## src/rtl/ctrl_unit.sv

```systemverilog
// Multi-cycle fetch/decode/execute controller for the 8-bit core.
// Optional CTRL_MEM_WAIT_EN adds a mem_ready handshake for slow memory.
module ctrl_unit #(
    parameter logic [7:0] RESET_PC = 8'h00
) (
    input  logic       clk,
    input  logic       rst_n,
`ifdef CTRL_MEM_WAIT_EN
    input  logic       mem_ready,
`endif
    input  logic [7:0] mem_rdata,
    input  logic [7:0] rb_data,
    input  logic       ula_zero,
    output logic [7:0] mem_addr,
    output logic       mem_we,
    output logic [3:0] ula_op,
    output logic [1:0] ra_sel,
    output logic [1:0] rb_sel,
    output logic       rb_imm_sel,
    output logic [7:0] imm,
    output logic       reg_we,
    output logic       reg_wsrc,
    output logic [7:0] pc,
    output logic       halted
);

    typedef enum logic [2:0] {
        S_FETCH,
        S_DECODE,
        S_EXEC,
        S_MEM,
        S_HALTED
    } state_t;

    state_t     state;
    logic [7:0] ir;
    logic       z_flag;
    logic       ready;

`ifdef CTRL_MEM_WAIT_EN
    assign ready = mem_ready;
`else
    assign ready = 1'b1;
`endif

    logic is_r, is_brzr, is_ji, is_ld, is_st, is_addi, is_halt;
    logic in_exec, in_mem, mem_op;

    assign is_r    = ~ir[7];
    assign is_brzr = ir[7:4] == 4'b1000;
    assign is_ji   = ir[7:4] == 4'b1001;
    assign is_ld   = ir[7:4] == 4'b1010;
    assign is_st   = ir[7:4] == 4'b1011;
    assign is_addi = ir[7:4] == 4'b1100;
    assign is_halt = ir[7:5] == 3'b111;

    assign in_exec = state == S_EXEC;
    assign in_mem  = state == S_MEM;
    assign mem_op  = is_ld | is_st;

    assign ra_sel     = ir[3:2];
    assign rb_sel     = ir[1:0];
    assign imm        = {{6{ir[1]}}, ir[1:0]};
    assign rb_imm_sel = is_addi;
    assign ula_op     = is_addi ? 4'h4 : (is_r ? ir[7:4] : 4'h0);

`ifdef CTRL_MEM_WAIT_EN
    // Keep the load address on the bus while the memory is stalling.
    assign mem_addr = ((in_exec && mem_op) || in_mem) ? rb_data : pc;
`else
    assign mem_addr = (in_exec && mem_op) ? rb_data : pc;
`endif

    assign mem_we   = in_exec & is_st;
    assign reg_we   = (in_exec & (is_r | is_addi)) | (in_mem & ready);
    assign reg_wsrc = in_mem;
    assign halted   = state == S_HALTED;

    always_ff @(posedge clk or negedge rst_n) begin
        if (!rst_n) begin
            state  <= S_FETCH;
            pc     <= RESET_PC;
            ir     <= 8'h00;
            z_flag <= 1'b0;
        end else begin
            case (state)
                S_FETCH: state <= S_DECODE;
                S_DECODE: begin
                    if (ready) begin
                        ir    <= mem_rdata;
                        pc    <= pc + 8'd1;
                        state <= S_EXEC;
                    end
                end
                S_EXEC: begin
                    state <= S_FETCH;
                    unique case (1'b1)
                        is_r, is_addi: z_flag <= ula_zero;
                        is_brzr: if (z_flag) pc <= rb_data;
                        is_ji:   pc <= pc + {{4{ir[3]}}, ir[3:0]};
                        is_ld:   state <= S_MEM;
                        is_st:   if (!ready) state <= S_EXEC;
                        is_halt: state <= S_HALTED;
                        default: ;
                    endcase
                end
                S_MEM:    if (ready) state <= S_FETCH;
                S_HALTED: state <= S_HALTED;
                default:  state <= S_FETCH;
            endcase
        end
    end

endmodule

```

## config.mk

```make
export PLATFORM = sky130hd
export DESIGN_NAME = ctrl_unit
export DESIGN_NICKNAME = d
export VERILOG_FILES = /design/src/rtl/ctrl_unit.sv
export SDC_FILE = /design/constraint.sdc
export NUM_CORES = 1
export LEC_CHECK = 0
export CAP_MARGIN = 20
export CORE_UTILIZATION = 48
export CTS_BUF_LIST = sky130_fd_sc_hd__clkbuf_4
export DETAILED_ROUTE_END_ITERATION = 12
export PLACE_DENSITY = 0.92
export SLEW_MARGIN = 20
export SYNTH_ARGS = -nofsm -noshare
export SYNTH_HDL_FRONTEND = slang
export SYNTH_SLANG_ARGS = --single-unit
```

## constraint.sdc

```tcl
create_clock -name clk -period 2.7 [get_ports clk]
set_input_delay 0.675 -clock clk [delete_from_list [all_inputs] [get_ports clk]]
set_output_delay 0.675 -clock clk [all_outputs]
set_load 0.1 [all_outputs]
```

==> results.ini, run 1 <==
[outcome]
status=complete, no violations

[setup_path]
reg2regPathDepth=8
reg2reg_from=pc[0]$_DFFE_PN0P_
path_class=reg -> out
timing.reg2reg.setup_slack_ps=470
start_kind=flop
cp_max_fo=10
worstSetupEndpointType=output pin
crit_required_ps=2030
r2r-end=pc[6]$_DFFE_PN0P_
crit_arrival_ps=1930

[global_route]
grt-ovfl-total=0
grt_max_degree=21
grt_util_all_layers=0.252
antenna_found_initial=0
grt_pass1_wl_mm=7.19
first_global_vias=1564

[cells_and_area]
layout_commonest_cell=buf_4
layout.nets=273
drive_gt1_frac=0.324
area_delta_synth_final_pct=37.1
diodes=0
layout_common_cells=buf_4, clkdlybuf4s50_1, dfrtp_1, mux2_2, nand2_1

[sta]
finalHoldViolations=0
slew_headroom=0.566
finClkSkew_ps=3.57
worstMarginPinSlew_ps=642
slew_violations=0
finalSetupViolCount=0
period_minus_slack_ps=2610
max_freq_ghz=0.383
period_share=0.966
rsz0062_at_grt=no
finalSetupTns_ps=0

[min_path]
hold_class=reg -> reg
min_to=z_flag$_DFFE_PN0P_
worstHoldPathCells=1
min_from=z_flag$_DFFE_PN0P_

[drt]
first_pass_iters=4
finalWirelength_mm=4.46
drt_iter0_markers=103
vias=1698
ant_nets=0
via_per_inst=5.86
drc=0
post_drt_wl_per_cell_um=15.4

[clock_network]
cts_root_buf=clkbuf_4
path_clk_slew_ps=120
clock_latency_ps=310
clock_path_buffers=2
cts_made_buffers=3
cts-hold-fix-buffers=0
clock_sinks=20
cts_tree=yes
htreeDepth=1

[flow_run]
cap_violations=0

[floorplan]
dieArea_mm2=0.00385
die_x_um=62.0
die_height_um=62.0
initial_utilization=0.511
core_mm2=0.00339
num_rows=21
num_io_pins=56

[logic_synthesis]
ys_types=49
ys_warn_count=0
synth_top_area_cell=dfrtp_1
syn_nets=223
async_reset_ff_frac=1.00
syn_area_mm2=0.00173
yosys_most_used_dff=dfrtp_1
netlist.area_leader.share=0.289
syn_area_per_cell_um2=8.87
synth_cells=195
ys_top_cells_by_area=dfrtp_1, mux2_2, buf_4
synth-edff-count=0
synth_seq_area_share=0.289
synth-seq-cells=20

[place]
port_buffers=54
place_hpwl_mm=3.20
gp_congestion=0.893

[state kept, by name, summed over array words and instances (netlist names)]
signal and cells:
ir 8, pc 8, state 3, z_flag 1
[stage by stage]
step | setup WS [ps] | std cells | util | hold slack, ps | instance area (µm²)
final | 91.6 | 290 | 0.700 | 521 | 2370
after global routing | 12.9 | 290 | 0.700 | 548 | 2370
after CTS | 12.8 | 288 | 0.694 | 521 | 2350
after detailed placement | 196 | 282 | 0.681 | 491 | 2310
after global placement | 266 | 282 | 0.681 | 489 | 2310
after floorplan | -408 | 195 | - | 379 | 1750
[critical path: stages (launching register included)]
cell	delay, ps
dfrtp_1	430
nor3b_4	230
and4b_1	250
buf_6	170
mux2_2	380
buf_12	170
[cell usage after synthesis, drive strengths merged, types with 3 or more instances]
| master | count |
|---|---|
| nor2 | 11 |
| o21ai | 11 |
| nor3b | 5 |
| mux2 | 16 |
| nor3 | 5 |
| or3 | 3 |
| nor2b | 3 |
| clkbuf | 3 |
| and3 | 4 |
| a211oi | 3 |
| nand2 | 14 |
| ha | 8 |
| a21oi | 13 |
| and2 | 4 |
| nand4 | 5 |
| inv | 8 |
| dfrtp | 20 |
| nand3 | 5 |
| buf | 18 |
[layer usage]
metal,GRT usage,vias to the layer above,routed length [µm],part of all wire
li1,-,803,-,-
met1,0.338,796,1840,0.41
met2,0.416,92,2150,0.48
met3,0.0414,7,417,0.094
met4,0.0762,0,48,0.011
met5,0,-,0,0
[layout make-up]
| cell class | count | area, µm² |
|---|---|---|
| multi-input cells | 146 | 1080 |
| fillers | 263 | 1020 |
| repair buffers | 66 | 669 |
| flip-flops and latches | 20 | 504 |
| well taps | 46 | 57.6 |
| inverters | 8 | 30.0 |
| clock buffers | 3 | 22.5 |
| clock inverters | 1 | 3.75 |
[timing repair]
action                     4_1_cts  5_1_grt
pin swaps                        1        0
buffers inserted                 2        2
resized for setup                2        1
setup endpoints to repair        8        8
[how the worst max path moves through the flow]
| stage | endpoint | cells after the start | from | slack (ps) |
|---|---|---|---|---|
| after floorplan | reg_we | 3 | state[1]$_DFF_PN0_ | -410 |
| after global placement | mem_addr[6] | 5 | state[0]$_DFF_PN0_ | 270 |
| after detailed placement | mem_addr[6] | 5 | state[0]$_DFF_PN0_ | 200 |
| after CTS | mem_addr[6] | 5 | state[0]$_DFF_PN0_ | 10 |
| after global routing | mem_addr[2] | 5 | state[2]$_DFF_PN0_ | 10 |
| final | mem_addr[6] | 5 | state[2]$_DFF_PN0_ | 90 |
[kinds of logic after synthesis]
kind of cell	Yosys count	synth area share
DFF	20	0.289
adders and majority gates	9	0.0694
AOI/OAI and AO/OA	45	0.167
and+or+nand+nor	69	0.240
buffers and inverters	29	0.0962
other	1	0.00217
xor gates and xnor gates	4	0.0202
muxes	18	0.116
Power of run 1 is left out: the tool's default activity adds up to more than one toggle a clock period on the data nets, which glitch-free logic cannot reach.
==> run 2, diff against run 1 <==
--- a/config.mk
+++ b/config.mk
@@ -10,6 +10,7 @@
 export CTS_BUF_LIST = sky130_fd_sc_hd__clkbuf_4
 export DETAILED_ROUTE_END_ITERATION = 12
 export PLACE_DENSITY = 0.92
+export REMOVE_ABC_BUFFERS = 1
 export SLEW_MARGIN = 20
 export SYNTH_ARGS = -nofsm -noshare
 export SYNTH_HDL_FRONTEND = slang
==> constraint.sdc (replaced) <==
create_clock -name clk -period 2.7 [get_ports clk]
set_input_delay 0.54 -clock clk [delete_from_list [all_inputs] [get_ports clk]]
set_output_delay 0.54 -clock clk [all_outputs]
set_load 0.1 [all_outputs]
==> run 2 against run 1 <==
Against the previous run: setup slack gained 1.7 ps; non-clock buffer count shrank 4; sequential share of layout area grew 0.41 points; core utilization shrank 1.8 points; critical path type unchanged; critical endpoint is now mem_addr[3]; fmax is essentially flat; via count shrank 3.7%; sequential cell count is the same; wire length shrank 4.3%; critical path depth is the same; worst hold slack lost 3.1 ps; final cell count shrank 1.7%.
==> results.ini, run 2 (synthesis gave the netlist of run 1 again) <==
[outcome]
status=complete, no violations

[global_route]
use_met1=0.320  ; -0.0185
grt_max_degree=21  ; unchanged
busiest_layer=met2
grt_util_met2=0.389  ; -0.0274
first_global_vias=1485  ; -5.1%
grt_util_all_layers=0.243  ; -0.00892
grt-ovfl-total=0  ; unchanged
grt_pass1_wl_mm=6.74  ; -6.2%
global_route.usage.met3=0.0290  ; -0.0124
antenna_found_initial=0  ; unchanged

[setup_path]
reg2reg_from=pc[0]$_DFFE_PN0P_
worstPathCellList=nor3b_4 -> and4b_1 -> buf_4 -> mux2_2 -> buf_12
crit_arrival_ps=2070  ; +140 ps
timing.reg2reg.setup_slack_ps=400  ; -70 ps
slowest_stage=dfrtp_1
cp_max_fo=7  ; -3
crit_buf_inv=2  ; unchanged
cpPeakStageDelay_ps=480  ; +50 ps
worstSetupEndpointType=output pin
path_class=reg -> out
critPathTopFamily=simple AND/OR/NAND/NOR gates
crit_required_ps=2160  ; +130 ps
start_kind=flop
reg2regPathDepth=8  ; unchanged
r2r-end=pc[6]$_DFFE_PN0P_

[sta]
finalSetupViolCount=0  ; unchanged
finClkSkew_ps=18.8  ; +15.2 ps
slew_headroom=0.623  ; +0.0567
period_share=0.965  ; about the same
rsz0062_at_grt=no
worstMarginPinSlew_ps=558  ; -83.8 ps
setup_slack_ps=93.3  ; +1.69 ps
period_minus_slack_ps=2610  ; -1.69 ps
finalHoldViolations=0  ; unchanged
max_freq_ghz=0.384  ; about the same
slew_violations=0  ; unchanged

[drt]
via_per_inst=5.74  ; -2.0%
vias=1636  ; -3.7%
drt_iter0_markers=79  ; -23%
first_pass_iters=4  ; unchanged
finalWirelength_mm=4.27  ; -4.3%
post_drt_wl_per_cell_um=15.0  ; -2.6%
ant_nets=0  ; unchanged
drc=0  ; unchanged

[place]
place_hpwl_mm=3.26  ; +2.0%
gp_congestion=0.847  ; -5.2%
port_buffers=54  ; unchanged
pre_cts_ws_ps=362  ; +166 ps

[cells_and_area]
final_util=0.681  ; -0.0185
area_delta_synth_final_pct=33.5
reg_top3=ir (8), pc (8), state (3)
fill_cells=298  ; +13%
drive_gt1_frac=0.289  ; -0.0351
layout.nets=269  ; -1.5%
diodes=0  ; unchanged
layout_common_cells=buf_4, dfrtp_1, clkdlybuf4s50_1, mux2_2, nand2_1
layout_commonest_cell=buf_4

[min_path]
hold_class=reg -> reg
worstHoldPathCells=1  ; unchanged
min_to=z_flag$_DFFE_PN0P_
min_from=z_flag$_DFFE_PN0P_

[clock_network]
cts-hold-fix-buffers=0  ; unchanged
clock_latency_ps=320  ; about the same
cts_root_buf=clkbuf_4
path_clk_slew_ps=130  ; about the same
clock_path_buffers=2  ; unchanged
cts_resized=0  ; -2
cts_tree=yes
cts_setup_buffers=0  ; -2
clock_sinks=20  ; unchanged
htreeDepth=1  ; unchanged
cts_made_buffers=3  ; unchanged

[flow_run]
cap_violations=0  ; unchanged

[floorplan]
num_rows=21  ; unchanged
num_io_pins=56  ; unchanged
core_mm2=0.00339  ; unchanged
die_height_um=62.0  ; unchanged
die_x_um=62.0  ; unchanged
dieArea_mm2=0.00385  ; unchanged
initial_utilization=0.511  ; unchanged

-- run 2: cell count changes in the layout (fill, tap and decap cells not counted) --
cell      previous run  this run
buf_4               37        34
dfrtp_1             17        20
dfrtp_2              3         0
nor3_1               3         5
nor3_2               2         0
buf_6                1         0
clkinv_1             1         0
o21ai_0             10        11
o21ai_4              1         0
-- run 2: per-stage QoR --
step	hold WS (ps)	instance area (µm²)	setup TNS (ps)	instances
floorplan	244	1590	-60020	174
global placement	487	2280	0	281
detailed placement	492	2280	0	281
CTS	518	2300	0	284
global route	538	2310	0	285
finish	518	2310	0	285
-- run 2: routing by layer --
metal  vias up  share of wire
met5         -              0
met4         0          0.030
met3        12          0.076
met2        91           0.47
met1       737           0.42
li1        796              -
-- run 2: worst max-delay path by stage --
stage,start,to,slack [ps],cells after the start
2_1_floorplan,ir[1]$_DFFE_PN0P_,pc[6]$_DFFE_PN0P_,-4610,7
3_3_place_gp,state[0]$_DFF_PN0_,mem_addr[3],420,5
3_5_place_dp,state[0]$_DFF_PN0_,mem_addr[3],360,5
4_1_cts,state[1]$_DFF_PN0_,mem_addr[3],0.2,5
5_1_grt,state[1]$_DFF_PN0_,mem_addr[4],10,5
6_report,state[1]$_DFF_PN0_,mem_addr[3],90,5
-- run 2: layout make-up --
cell class / instances / area, µm² / share of cell area
sequential: 20 / 500 / 0.217
timing repair buffer: 62 / 636 / 0.275
clock buffer: 3 / 22.5 / 0.00975
inverter: 8 / 30.0 / 0.0130
multi-input combinational: 146 / 1060 / 0.460
tap: 46 / 57.6 / 0.0249
-- run 2: worst reg2reg max path: cells and delay by family, from the launching register on --
family	cells	cell delay (ps)
adder cells (fa/ha/maj)	2	630
flip-flops	1	480
AO/OA/AOI/OAI	3	480
multiplexers	1	380
AND/OR/NAND/NOR	1	180
buffers and inverters	1	60
Power of run 2 is left out for the same reason.
